[src/rtl/apb_arb_pkg.sv]
// rtl/apb_arb_pkg.sv - shared types, peripheral map constants and decode helper for the APB arbiter
package apb_arb_pkg;

    typedef enum logic [2:0] {
        ST_IDLE   = 3'd0,
        ST_ISSUE  = 3'd1,
        ST_SETUP  = 3'd2,
        ST_ACCESS = 3'd3,
        ST_DONE   = 3'd4
    } apb_arb_state_e;

    localparam logic [31:0] APB_BASE      = 32'h1000_0000;
    localparam logic [31:0] APB_SLOT_SIZE = 32'h0000_1000;
    localparam int          APB_NUM_SLOTS = 5;
    localparam logic [31:0] APB_LIMIT     = APB_BASE + APB_SLOT_SIZE * 32'(APB_NUM_SLOTS);

    // Anything outside the slot window is refused before it reaches the bus.
    function automatic logic addr_in_map(input logic [31:0] addr);
        return (addr >= APB_BASE) && (addr < APB_LIMIT);
    endfunction

endpackage

[src/rtl/rr_arbiter.sv]
// rtl/rr_arbiter.sv - combinational round-robin picker: first valid index at or after ptr, wrapping
module rr_arbiter #(
    parameter int N = 2,
    localparam int IW = (N > 1) ? $clog2(N) : 1
) (
    input  logic [N-1:0]  req,
    input  logic [IW-1:0] ptr,
    output logic [N-1:0]  gnt,
    output logic [IW-1:0] idx
);

    logic found;

    // Two passes: indices at or above ptr first, then the wrapped-around low indices.
    always_comb begin
        gnt   = '0;
        idx   = '0;
        found = 1'b0;
        for (int j = 0; j < N; j++) begin
            if (!found && req[j] && (IW'(j) >= ptr)) begin
                found  = 1'b1;
                gnt[j] = 1'b1;
                idx    = IW'(j);
            end
        end
        for (int j = 0; j < N; j++) begin
            if (!found && req[j]) begin
                found  = 1'b1;
                gnt[j] = 1'b1;
                idx    = IW'(j);
            end
        end
    end

endmodule

[src/rtl/apb_master_arbiter.sv]
// rtl/apb_master_arbiter.sv - round-robin sequencer sharing one APB master request port among NUM_REQ requesters
module apb_master_arbiter
    import apb_arb_pkg::*;
#(
    parameter int NUM_REQ = 2,
    localparam int IDW = (NUM_REQ > 1) ? $clog2(NUM_REQ) : 1
) (
    input  logic                     PCLK,
    input  logic                     PRESET,
    input  logic [NUM_REQ-1:0]       req_valid,
    input  logic [NUM_REQ-1:0]       req_write,
    input  logic [NUM_REQ-1:0][31:0] req_addr,
    input  logic [NUM_REQ-1:0][31:0] req_wdata,
    output logic [NUM_REQ-1:0]       req_done,
    output logic [NUM_REQ-1:0]       req_err,
    output logic [31:0]              req_rdata,
    output logic [IDW-1:0]           grant_id,
    output logic                     busy,
    output logic                     transfer,
    output logic                     write,
    output logic [31:0]              addr,
    output logic [31:0]              wdata,
    input  logic                     ready,
    input  logic [31:0]              rdata
);

    apb_arb_state_e     state;
    apb_arb_state_e     state_next;
    logic [IDW-1:0]     rr_ptr;
    logic               err_flag;
    logic [NUM_REQ-1:0] arb_gnt;
    logic [IDW-1:0]     arb_idx;
    logic               arb_any;
    logic               win_in_map;

    rr_arbiter #(
        .N (NUM_REQ)
    ) u_rr_arbiter (
        .req (req_valid),
        .ptr (rr_ptr),
        .gnt (arb_gnt),
        .idx (arb_idx)
    );

    assign arb_any    = |arb_gnt;
    assign win_in_map = addr_in_map(req_addr[arb_idx]);

    always_ff @(posedge PCLK) begin
        if (PRESET) begin
            state <= ST_IDLE;
        end else begin
            state <= state_next;
        end
    end

    always_comb begin
        state_next = state;
        unique case (state)
            ST_IDLE: begin
                if (arb_any) begin
                    state_next = win_in_map ? ST_ISSUE : ST_DONE;
                end
            end
            ST_ISSUE:  state_next = ST_SETUP;
            // A slave may raise ready early; only ACCESS looks at it.
            ST_SETUP:  state_next = ST_ACCESS;
            ST_ACCESS: begin
                if (ready) begin
                    state_next = ST_DONE;
                end
            end
            ST_DONE:   state_next = ST_IDLE;
            default:   state_next = ST_IDLE;
        endcase
    end

    always_comb begin
        transfer = 1'b0;
        busy     = 1'b1;
        req_done = '0;
        req_err  = '0;
        unique case (state)
            ST_IDLE:  busy = 1'b0;
            ST_ISSUE: transfer = 1'b1;
            ST_DONE: begin
                if (err_flag) begin
                    req_err[grant_id] = 1'b1;
                end else begin
                    req_done[grant_id] = 1'b1;
                end
            end
            default: ;
        endcase
    end

    // Request fields are latched at grant so the master sees them stable for the whole transaction.
    always_ff @(posedge PCLK) begin
        if (PRESET) begin
            rr_ptr    <= '0;
            err_flag  <= 1'b0;
            grant_id  <= '0;
            write     <= 1'b0;
            addr      <= '0;
            wdata     <= '0;
            req_rdata <= '0;
        end else begin
            unique case (state)
                ST_IDLE: begin
                    if (arb_any) begin
                        grant_id <= arb_idx;
                        write    <= req_write[arb_idx];
                        addr     <= req_addr[arb_idx];
                        wdata    <= req_wdata[arb_idx];
                        err_flag <= !win_in_map;
                    end
                end
                ST_ACCESS: begin
                    if (ready && !write) begin
                        req_rdata <= rdata;
                    end
                end
                ST_DONE: begin
                    rr_ptr   <= (grant_id == IDW'(NUM_REQ - 1)) ? '0 : grant_id + 1'b1;
                    err_flag <= 1'b0;
                end
                default: ;
            endcase
        end
    end

endmodule

[config.mk]
export PLATFORM = sky130hd
export DESIGN_NAME = apb_master_arbiter
export DESIGN_NICKNAME = d
export VERILOG_FILES = /design/src/rtl/apb_arb_pkg.sv /design/src/rtl/rr_arbiter.sv /design/src/rtl/apb_master_arbiter.sv
export SDC_FILE = /design/constraint.sdc
export NUM_CORES = 1
export LEC_CHECK = 0
export CORE_MARGIN = 2
export CORE_UTILIZATION = 37
export CTS_CLUSTER_SIZE = 40
export DETAILED_ROUTE_END_ITERATION = 10
export HOLD_SLACK_MARGIN = 0.03
export PLACE_DENSITY_LB_ADDON = 0.05
export RECOVER_POWER = 50
export SLEW_MARGIN = 30
export SYNTH_ARGS = -nofsm -noshare
export SYNTH_HDL_FRONTEND = slang
export SYNTH_SLANG_ARGS = --single-unit
[constraint.sdc]
create_clock -name PCLK -period 1.8 [get_ports PCLK]
set_input_delay 0.27 -clock PCLK [delete_from_list [all_inputs] [get_ports PCLK]]
set_output_delay 0.27 -clock PCLK [all_outputs]
set_load 0.02 [all_outputs]
==> run_results.csv <==
group,metric,value,unit
outcome,run_status,"finished, violations left",
outcome,violations,"DRC",
finish,layout.nets,983,
timing,drv_slew,0,
synthesis,synth_fp_nets,734,
critical_path,start_kind,"flip-flop",
synthesis,synthTopCellsByCount,"nand2_1 (134), dfxtp_1 (103), nor2_1 (75)",
floorplanning,die_w,113,um
synthesis,yosysTopAreaCellShare,46.8,%
critical_path,crit_fanout,7,
cts,cts.clk_slew.worst_paths,0.07,ns
pwr,power_density,784,nW/um^2
drt,via_per_inst,5.39,
finish,fillCellCount,1010,
grt,antenna_found_initial,0,
grt,first_global_vias,4929,
timing,min_period,1.72,ns
grt,grt_overflow,0,
synthesis,synth_cells,567,
synthesis,synth-seq-cells,103,
synthesis,synth_edf_count,0,
drt,wire_per_inst,16.9,um
finish,diodes,0,
critical_path,worstSetupPathType,"reg -> out",
synthesis,synth_top_area_cell,"dfxtp_1",
timing,max-slew-margin-rel,60.9,%
timing,fin_hold_ws,0.309,ns
synthesis,ys_seq_area_share,46.8,%
cts,cts_tree,"done",
drt,drtIter0Drc,344,
pwr,peakVddDrop,0.428,mV
critical_path,worst-path-buf-inv,1,
synthesis,async_reset_ff_share,0,%
place,dp_hpwl,11600,um
synthesis,synth_area_leaders,"dfxtp_1 (47%), a311oi_1 (13%), nand2_1 (11%)",
cts,cts_buffer_depth,2,
critical_path,crit_slowest_cell,"clkdlybuf4s50_1",
floorplanning,die_h,113,um
pwr,combPwrFrac,26.3,%
cts,cts_buffers,9,
critical_path,critical_path.max_stage_delay,0.66,ns
timing,rsz0062_at_grt,"no",
critical_path,end_kind,"output pin",
grt,grt_pass1_wl,24300,um
cts,cts-root-buf,"clkbuf_16",
job,cap_violations,0,
timing,finClkSkew,0.00613,ns
finish,layout-drive-gt1-share,6.46,%
place,portBuffers,270,
synthesis,synth_top_flop_cell,"dfxtp_1",
timing,setup_violations,0,
timing,tightest_slew,0.587,ns
critical_path,path_cells,"clkdlybuf4s50_1",
drt,num_vias,5196,
grt,grtUsageTotal,23.8,%
cts,clk_latency,0.35,ns
drt,route.detailed.drc,17,
synthesis,avgSynthCellArea,7.77,um^2
pwr,intPower,4.25,mW
drt,dr.pass1.iters,9,
drt,route.final.wire_length,16200,um
pwr,switching_share,28.8,%
pwr,power_frac_clock,31.2,%
synthesis,yosysMostFrequentCell,"nand2_1",
finish,stdcell_count,964,
critical_path,cp.required,1.53,ns
floorplanning,rows,39,
pwr,leakagePower,3.07,nW
place,gp_congestion,0.845,
cts,htreeDepth,3,
critical_path,cp_top_family,"buffers and inverters",
synthesis,syn_area,4410,um^2
grt,grt_max_degree,57,
floorplanning,core_region_area,11500,um^2
pwr,p_sw,1.72,mW
floorplanning,initial_core_util,38.3,%
finish,area_growth,72.8,%
timing,max_freq,583,MHz
timing,fin_crit_sh,95.3,%
timing,hold_viol,0,
critical_path,crit_arrival,1.45,ns
floorplanning,die_area,12800,um^2
cts,clkSinkCount,103,
drt,drtAntennaViolNets,0,
pwr,power_frac_seq,42.5,%
worst_hold_path,worstHoldPathType,"in -> reg",
place,dp.cells,944,
synthesis,synth_cell_types,28,
synthesis,ys_warn_count,0,
floorplanning,boundaryPins,271,
## flip-flops by register name (all words and copies together), names as in the netlist
register   count
write          1
wdata         32
addr          32
state          3
grant_id       1
err_flag       1
rr_ptr         1
req_rdata     32
## path summary, 6_finish.rpt
path	from	to	slack, ns	cells after the start
min reg2reg	req_rdata[10]$_SDFFE_PP0P_	req_rdata[10]$_SDFFE_PP0P_	0.45	2
min	PRESET	grant_id$_SDFFE_PP0P_	0.31	2
max reg2reg	state[0]$_SDFFE_PP0P_	wdata[5]$_SDFFE_PP0P_	0.15	5
max	grant_id$_SDFFE_PP0P_	grant_id	0.08	1
## power groups by stage
stage / Combinational [mW] / Sequential, mW / Clock (mW)
after floorplan: 0.507 / 2.78 / 0
after global placement: 1.56 / 2.59 / 0
after detailed placement: 1.58 / 2.59 / 0
after CTS: 1.58 / 2.54 / 1.90
after global routing: 1.68 / 2.56 / 1.97
final: 1.57 / 2.54 / 1.86
## through the flow
| stage | cell area (um^2) | setup TNS (ns) | util (%) | worst slack, ns | power [mW] |
|---|---|---|---|---|---|
| after global routing | 7610 | 0 | 66.1 | 0.00326 | 6.21 |
| after CTS | 7560 | 0 | 65.6 | 0.000536 | 6.03 |
| after floorplan | 4410 | 0 | - | 0.139 | 3.29 |
| after global placement | 7280 | -0.0754 | 63.3 | -0.0446 | 4.15 |
| after detailed placement | 7280 | -0.486 | 63.3 | -0.119 | 4.17 |
| final | 7610 | 0 | 66.1 | 0.0845 | 5.97 |
## metal layers
| layer | GRT usage [%] | vias to the layer above | routed length [um] |
|---|---|---|---|
| met4 | 10.6 | 0 | 455 |
| met1 | 26.5 | 2427 | 6380 |
| met5 | 0 | - | 0 |
| met3 | 7.61 | 30 | 1490 |
| met2 | 41.5 | 232 | 7920 |
| li1 | - | 2507 | - |
## final cells by class
type / count / area, um^2 / area share (%)
clock buffer: 12 / 256 / 3.37
sequential: 103 / 2060 / 27.1
clock inverter: 4 / 20.0 / 0.263
tap: 143 / 179 / 2.35
multi-input combinational: 407 / 2110 / 27.7
timing repair buffer: 295 / 2990 / 39.2
## cells by family after synthesis
family	count (synthesis)	share of synthesized area [%]
AO/OA/AOI/OAI	108	18.3
buffers and inverters	57	5.91
AND/OR/NAND/NOR	299	29.0
flip-flops	103	46.8
## what timing repair did
action,4_1_cts,5_1_grt
resized for setup,8,13
hold buffers,0,0
buffers inserted,0,2
endpoints found under the setup margin,6,44
gates cloned,0,2
pin swaps,0,1
## cell usage in the layout (no fill, tap or decap), drive strengths merged
| master | netlist | routed |
|---|---|---|
| a211oi | 1 | 1 |
| o21ai | 3 | 3 |
| nor2 | 76 | 76 |
| a31oi | 1 | 1 |
| nand3 | 66 | 66 |
| or3 | 2 | 2 |
| and3 | 1 | 1 |
| nor3b | 3 | 3 |
| o21a | 1 | 1 |
| nand2b | 1 | 1 |
| nand4 | 3 | 3 |
| dfxtp | 103 | 103 |
| nor4 | 5 | 5 |
| clkbuf | 40 | 20 |
| dlygate4sd2 | 0 | 1 |
| a311oi | 65 | 65 |
| or2 | 2 | 2 |
| clkinv | 0 | 4 |
| nand2 | 134 | 134 |
| a32o | 1 | 1 |
| nand4b | 1 | 1 |
| a211o | 1 | 1 |
| a21oi | 32 | 32 |
| nor3 | 3 | 3 |
| dlygate4sd3 | 0 | 93 |
| clkdlybuf4s50 | 0 | 169 |
| a2bb2oi | 1 | 1 |
| o22ai | 2 | 2 |
| nor4b | 2 | 2 |
| buf | 17 | 24 |
Power figures use the tool's default switching activity.
